--- src/rtl/otter_rf_pkg.sv ---
// otter_rf_pkg: default register-file geometry and the shared register-address type
package otter_rf_pkg;
  localparam int RF_XLEN = 32;
  localparam int RF_DEPTH = 32;
  localparam int RF_AW = $clog2(RF_DEPTH);
  typedef logic [RF_AW-1:0] rf_addr_t;
endpackage

--- src/rtl/otter_rf_scoreboard.sv ---
// otter_rf_scoreboard: per-register reservation bits, reserve acceptance and busy count
module otter_rf_scoreboard
  import otter_rf_pkg::*;
#(
  parameter int DEPTH = RF_DEPTH,
  parameter int AW = $clog2(DEPTH)
) (
  input  logic             clock,
  input  logic             reset,
  input  logic             wr_en,
  input  logic [AW-1:0]    wr_addr,
  input  logic             rsv_en,
  input  logic [AW-1:0]    rsv_addr,
  output logic [DEPTH-1:0] busy,
  output logic             rsv_ok,
  output logic [AW:0]      busy_count
);
  logic inc, dec;
  // a write that is immediately re-reserved leaves the register busy, so it must not count down
  always_comb begin
    rsv_ok = rsv_en & ((rsv_addr == '0) | ~busy[rsv_addr] | (wr_en & (wr_addr == rsv_addr)));
    inc = rsv_ok & (rsv_addr != '0) & ~busy[rsv_addr];
    dec = wr_en & (wr_addr != '0) & busy[wr_addr] & ~(rsv_ok & (rsv_addr == wr_addr));
  end
  always_ff @(posedge clock or posedge reset) begin
    if (reset) begin
      busy <= '0;
      busy_count <= '0;
    end else begin
      for (int i = 1; i < DEPTH; i++)
        if (rsv_ok && rsv_addr == AW'(i)) busy[i] <= 1'b1;
        else if (wr_en && wr_addr == AW'(i)) busy[i] <= 1'b0;
      busy_count <= busy_count + (AW+1)'(inc) - (AW+1)'(dec);
    end
  end
endmodule

--- src/rtl/otter_regfile_sb.sv ---
// otter_regfile_sb: multi-port register file with write-reservation scoreboard
// and optional same-cycle writeback forwarding
module otter_regfile_sb
  import otter_rf_pkg::*;
#(
  parameter int XLEN = RF_XLEN,
  parameter int DEPTH = RF_DEPTH,
  parameter int NUM_READ = 2,
  parameter int BYPASS = 1,
  localparam int AW = $clog2(DEPTH)
) (
  input  logic                     clock,
  input  logic                     reset,
  input  logic [NUM_READ*AW-1:0]   rd_addr,
  output logic [NUM_READ*XLEN-1:0] rd_data,
  output logic [NUM_READ-1:0]      rd_busy,
  input  logic                     wr_en,
  input  logic [AW-1:0]            wr_addr,
  input  logic [XLEN-1:0]          wr_data,
  input  logic                     rsv_en,
  input  logic [AW-1:0]            rsv_addr,
  output logic                     rsv_ok,
  output logic [AW:0]              busy_count
);
  logic [XLEN-1:0] rf [DEPTH];
  logic [DEPTH-1:0] busy;

  otter_rf_scoreboard #(.DEPTH(DEPTH), .AW(AW)) u_sb (
    .clock(clock), .reset(reset), .wr_en(wr_en), .wr_addr(wr_addr),
    .rsv_en(rsv_en), .rsv_addr(rsv_addr), .busy(busy), .rsv_ok(rsv_ok),
    .busy_count(busy_count)
  );

  always_ff @(posedge clock or posedge reset) begin
    if (reset) for (int i = 0; i < DEPTH; i++) rf[i] <= '0;
    else if (wr_en && wr_addr != '0) rf[wr_addr] <= wr_data;
  end

  for (genvar g = 0; g < NUM_READ; g++) begin : g_rd
    logic [AW-1:0] a;
    logic hit;
    always_comb begin
      a = rd_addr[g*AW +: AW];
      hit = (BYPASS != 0) && wr_en && (wr_addr == a);
      rd_data[g*XLEN +: XLEN] = (a == '0) ? '0 : hit ? wr_data : rf[a];
      rd_busy[g] = (a != '0) && !hit && busy[a];
    end
  end
endmodule
--- config.mk ---
export PLATFORM = sky130hd
export DESIGN_NAME = otter_regfile_sb
export DESIGN_NICKNAME = d
export VERILOG_FILES = /design/src/rtl/otter_rf_pkg.sv /design/src/rtl/otter_rf_scoreboard.sv /design/src/rtl/otter_regfile_sb.sv
export SDC_FILE = /design/constraint.sdc
export NUM_CORES = 2
export LEC_CHECK = 0
export CORE_UTILIZATION = 30
export DETAILED_ROUTE_END_ITERATION = 10
export SYNTH_ARGS = -nofsm -noshare
export SYNTH_HDL_FRONTEND = slang
export SYNTH_SLANG_ARGS = --single-unit
--- constraint.sdc ---
create_clock -name clock -period 61.3 [get_ports clock]
set_input_delay 12.26 -clock clock [delete_from_list [all_inputs] [get_ports clock]]
set_output_delay 12.26 -clock clock [all_outputs]
set_load 0.05 [all_outputs]
# ---- Yosys cells after proc, flatten, opt, wreduce, memory -nomap -nowiden
# Index checks and enable logic that the tools add are counted.
dict set report word_totals {
  register_bits 1061
  latchBits 0
  ramBits 0
  rom_bits 0
  input_bits 56
  wordCells 348
  n_memories 0
}
dict set report classes {
  n_addsub 2
  multipliers 0
  div 0
  order_cmp 8
  n_eq_ne 66
  n_shift 0
  mux 83
  bitwise_logic 15
  n_reduce_logical 110
}
# op count
set ops {}
lappend ops {{$bwmux 1024} 1}
lappend ops {{$bmux 32 s5} 2}
lappend ops {{$mux 32} 9}
lappend ops {{$demux 32 s5} 1}
lappend ops {{$eq 5x5->1 const B} 32}
lappend ops {{$eq 5x4->1 const B} 16}
lappend ops {{$logic_and 1x1->1} 70}
lappend ops {{$mux 1} 66}
lappend ops {{$reduce_bool 2->1} 31}
lappend ops {{$eq 5x3->1 const B} 8}
lappend ops {{$lt 5x6->1 const B} 4}
lappend ops {{$bmux 1 s5} 4}
lappend ops {{$eq 5x2->1 const B} 4}
lappend ops {{$eq 5x5->1} 4}
lappend ops {{$reduce_bool 5->1} 4}
lappend ops {{$ge 6x6->1 const B} 3}
lappend ops {{$not 5->6} 3}
lappend ops {{$logic_not 5->1} 3}
lappend ops {{$eq 5x1->1 const B} 2}
lappend ops {{$and 1x1->1} 8}
lappend ops {{$add 6x1->6} 1}
lappend ops {{$lt 6x1->1 const B} 1}
lappend ops {{$sub 6x1->6} 1}
lappend ops {{$logic_not 1->1} 2}
lappend ops {{other kinds (2)} 4}

# ---- Logic depth before layout (Yosys ltp)
dict set report logic_depth {
  ltp_word 10
  depth_mapped 16
  ltp_nobuf 14
}

# ---- By module
# A second synthesis with hierarchy kept.
dict set report unflattened {
  hier_cells 3919
  area_unflattened_um2 58021.9
}
# module n_inst cells_per_inst area_per_inst_um2 seq_area_each_um2
set modules_own_cells {}
lappend modules_own_cells {otter_regfile_sb 1 3684 55540.8 25624.6}
lappend modules_own_cells {otter_rf_scoreboard 1 235 2481.1 925.9}

# ---- Least setup slack after synthesis
# No wires, ideal clock.
dict set report synth_timing {
  path_type {input -> output}
  start {in rd_addr[1]}
  end {out rd_busy[0]}
  arrival_ns 14.448
  t_required_ns 49.040
  path_slack_ns 34.592
  stages 8
  path_buffers 3
  path_cell_list {buf_2 or3b_2 clkbuf_1 clkbuf_1 o22ai_1 a221oi_1 mux2i_1 nor3_1}
}
dict set report synth_via {
  elab_chain_cells 5
  word_cells_on_any_way 8
}
# item line_no
set synth_lines {}
lappend synth_lines {{from (decl)} otter_regfile_sb.sv:14} ;# input logic [NUM_READ*AW-1:0] rd_addr,
lappend synth_lines {{parallel branches: the longest is 4 deep, another holds $bmux 1 s5} --}
lappend synth_lines {{$logic_and 1x1->1 (*)} otter_regfile_sb.sv:46} ;# rd_busy[g] = (a != '0) && !hit && busy[a];
lappend synth_lines {{to (decl)} otter_regfile_sb.sv:16} ;# output logic [NUM_READ-1:0] rd_busy,
# Mark *: on every way between the ends. The select of a mux whose other input is x is not followed.

# ---- Worst setup path in the final report
dict set report layout_timing {
  start {in rd_addr[5]}
  end {out rd_data[56]}
}
dict set report layout_via {
  elab_chain_cells 6
  word_cells_on_any_way 9
}
# item line_no
set layout_lines {}
lappend layout_lines {{$not 5->6 (implied by the code)} otter_regfile_sb.sv:45} ;# rd_data[g*XLEN +: XLEN] = (a == '0) ? '0 : hit ? wr_data : rf[a];
lappend layout_lines {{$bmux 32 s5} otter_regfile_sb.sv:45}
lappend layout_lines {{$mux 32 (implied by the code) (2 in a row)} otter_regfile_sb.sv:45}
lappend layout_lines {{$mux 32} otter_regfile_sb.sv:45}
lappend layout_lines {{$mux 32 (*)} otter_regfile_sb.sv:45}
lappend layout_lines {{to (decl)} otter_regfile_sb.sv:15} ;# output logic [NUM_READ*XLEN-1:0] rd_data,
# Mark *: on every way between the ends. The rest lies on a longest branch, timed or not. The select of a mux whose other input is x is not followed.

==> run summary <==
GPL Wtd Cong - 0.8020
Starting Density - 0.3019
Synth Flop Type - dfrtp_1
Gate power share - 0.228
Worst setup path endpoint - rd_data[56]
Power Dens Cells - 32.72 nW/um^2
Port Buf Inserts - 128
Min-Delay Startpoint - rf[1003]
Relative slew slack - 0.1146
Pint - 0.001510 W
#FFs+latches synth - 1061
CTS Buffer Depth - 3
Peak VDD IR - 0.00002244 V
Clock skew - 0.01441 ns
Fin area - 64600 sq um
Sw Pwr - 0.0006039 W
Nets - 3806
Antenna violations before repair - 7
Worst Setup SP - rd_addr[5]
Post-Route WL - 186400 um
CP endpoint kind - output port
Sequential Power Share - 0.444
Post-layout min period - 28.96 ns
Global-route wire length before repair - 273800 um
Finished Layout Cells - 6340
CTS Root Cell - clkbuf_16
Core outline area - 190000 sq um
Worst r2r dst - u_sb.busy_count[4]
Die area - 192900 sq um
# fillers - 18150
Later-pin clock latency in the skew report - 0.72 ns
Syn_nets - 3931
Iteration-0 DRC Markers - 3456
HP Class - flip-flop to flip-flop
Critical Path Source Type - input pin
Reg-to-Reg Start - u_sb.busy[23]
Die width - 439.3 um
Critical path type - input pin to output port
Critical Path AT - 16.70 ns
Synth cell types - 59
Clk slew on worst S/H paths - 0.06 ns
Setup TNS - 0 ns
Register-to-Register Path Depth - 13
Leak - 26.93 nW
Grt total ovfl - 0
Dpl cell area - 60870 sq um
Total track usage - 0.1927
Post-Syn Area - 57360 sq um
CTS tree - done
Vias per std cell - 5.761
Measured slew at the worst slew-check pin - 1.325 ns
Synth Instances - 3868
Share of layout cells above drive strength 1 - 0.4775
Vias - 36520
H-tree depth - 3
Clk pwr share - 0.329
Length of the first detailed-routing pass in iterations - 8
Setup fix buffers added after clock tree synthesis - 0
Placed Instances - 6140
RSZ-0062 raised after global routing - false
Syn Area/Cell - 14.83 sq um
Tot Pwr - 0.002114 W
Post-synth ARST share - 1.000
DIE HEIGHT - 439.3 um
Post-synth EDFFs - 0
Slew Limit Fails - 0
I/O pin total - 129
Final hold viol count - 0
Post-DRT Antenna Nets - 0
Final period utilization - 0.4724
Wire per inst - 29.39 um
Largest net degree at the start of global routing - 179
R2R setup slack - 58.14 ns
Inserted Clock Buffers - 112
Top fanout value on the critical path - 71
Count of warnings emitted by yosys - 1
Sw Share - 0.2857
Post-cts gate resize count - 0
Post-DP HPWL - 100400 um
Cts hold-fix bufs - 0
Max Fclk - 0.03453 GHz
Outcome - finished clean
Post-synthesis sequential area ratio - 0.4629
Sink Count - 1061
Max-cap viol count - 0
Syn-to-layout area delta - 12.62%
Vias in the first global route - 38030
Final setup viols - 0
CP Data Required Time - 49.04 ns
Row cnt - 160
# DRC - 0
worst min path at each step:
stage	endpoint	slack, ns	cells after the start
detailed placement	rf[1018]	0.38	0
global placement	rf[1004]	0.38	0
finish	rf[1003]	0.40	0
CTS	rf[1022]	0.40	0
global route	rf[1022]	0.41	0
floorplan	rf[1001]	0.44	1
layout by cell type, fill, tap and decap left out, drive strengths merged, types with 3 or more instances in the layout:
cell,count
bufinv,5
or3,3
a32o,59
nand2,95
nand3,28
o221ai,18
and3,5
mux2i,146
o22ai,78
a21oi,34
mux2,997
or3b,4
clkinv,20
and2,4
ha,6
a22oi,95
and3b,3
inv,19
o21ai,30
a31oi,16
nor2,47
nand4,4
clkdlybuf4s50,121
nor2b,21
nor4,3
o221a,6
nor3,23
nor3b,4
a211oi,21
a21o,3
a22o,14
dfrtp,1061
xor2,5
mux4,511
nand2b,8
xnor2,15
clkbuf,169
a32oi,14
buf,99
state kept, by name (all words and copies together), names as in the netlist:
name             count
u_sb.busy           31
u_sb.busy_count      6
rf                1024
area by class of cell:
| cell class | instances | area, sq um | area share |
|---|---|---|---|
| diodes | 1 | 2.502 | 0.00003874 |
| clock buffers | 169 | 3390 | 0.05247 |
| clock inverters | 30 | 331.6 | 0.005133 |
| inverters | 16 | 67.56 | 0.001046 |
| multi-input cells | 2332 | 29030 | 0.4494 |
| flip-flops and latches | 1061 | 26550 | 0.4110 |
| well taps | 2511 | 3142 | 0.04864 |
| repair buffers | 220 | 2081 | 0.03221 |
layer usage:
layer,share of wire,GRT usage,up-vias
met4,0.044,0.08390,6
li1,-,-,14820
met3,0.059,0.02878,394
met1,0.40,0.2449,19990
met2,0.50,0.3249,1317
met5,0.00018,0,-
stage by stage:
| step | setup slack, ns | utilization | hold WS [ns] |
|---|---|---|---|
| finish | 32.34 | 0.3400 | 0.3965 |
| global route | 32.01 | 0.3400 | 0.4059 |
| CTS | 32.21 | 0.3400 | 0.3980 |
| detailed placement | 32.20 | 0.3204 | 0.3833 |
| global placement | 32.23 | 0.3203 | 0.3789 |
| floorplan | 19.17 | - | 0.4413 |
power groups by stage:
| stage | logic (W) | clock network (W) | registers, W |
|---|---|---|---|
| after floorplan | 0.000378 | 0 | 0.000923 |
| after global placement | 0.000476 | 0 | 0.000936 |
| after detailed placement | 0.000485 | 0 | 0.000945 |
| after CTS | 0.000486 | 0.000708 | 0.000934 |
| after global routing | 0.000515 | 0.000734 | 0.000956 |
| final | 0.000482 | 0.000695 | 0.000938 |
synth_stat cells (all sizes together), types with 30 or more instances:
master  number  share of area
buf        218          0.019
mux4       511           0.20
dfrtp     1061           0.46
a22oi       95          0.012
o22ai       78         0.0085
nor2        47         0.0031
clkbuf     241          0.016
a21oi       34         0.0030
mux2       997           0.20
a32o        59          0.010
nand2       95         0.0063
o21ai       30         0.0029
mux2i      146          0.025
critical path: stages:
cell,delay [ns]
buf_8,0.62
buf_4,0.86
buf_4,0.70
mux4_2,0.60
o22ai_1,0.15
nor2_1,0.11
a32o_1,0.38
clkdlybuf4s50_1,0.76
cells by family after synthesis:
group / Yosys count / share of synthesized area
DFF: 1061 / 0.4629
and+or+nand+nor: 256 / 0.02243
buffers and inverters: 475 / 0.03621
AOI/OAI and AO/OA: 395 / 0.05155
xor gates and xnor gates: 20 / 0.003054
adders and majority gates: 7 / 0.001658
muxes: 1654 / 0.4222
No activity file was read; power rests on OpenSTA's default activity.
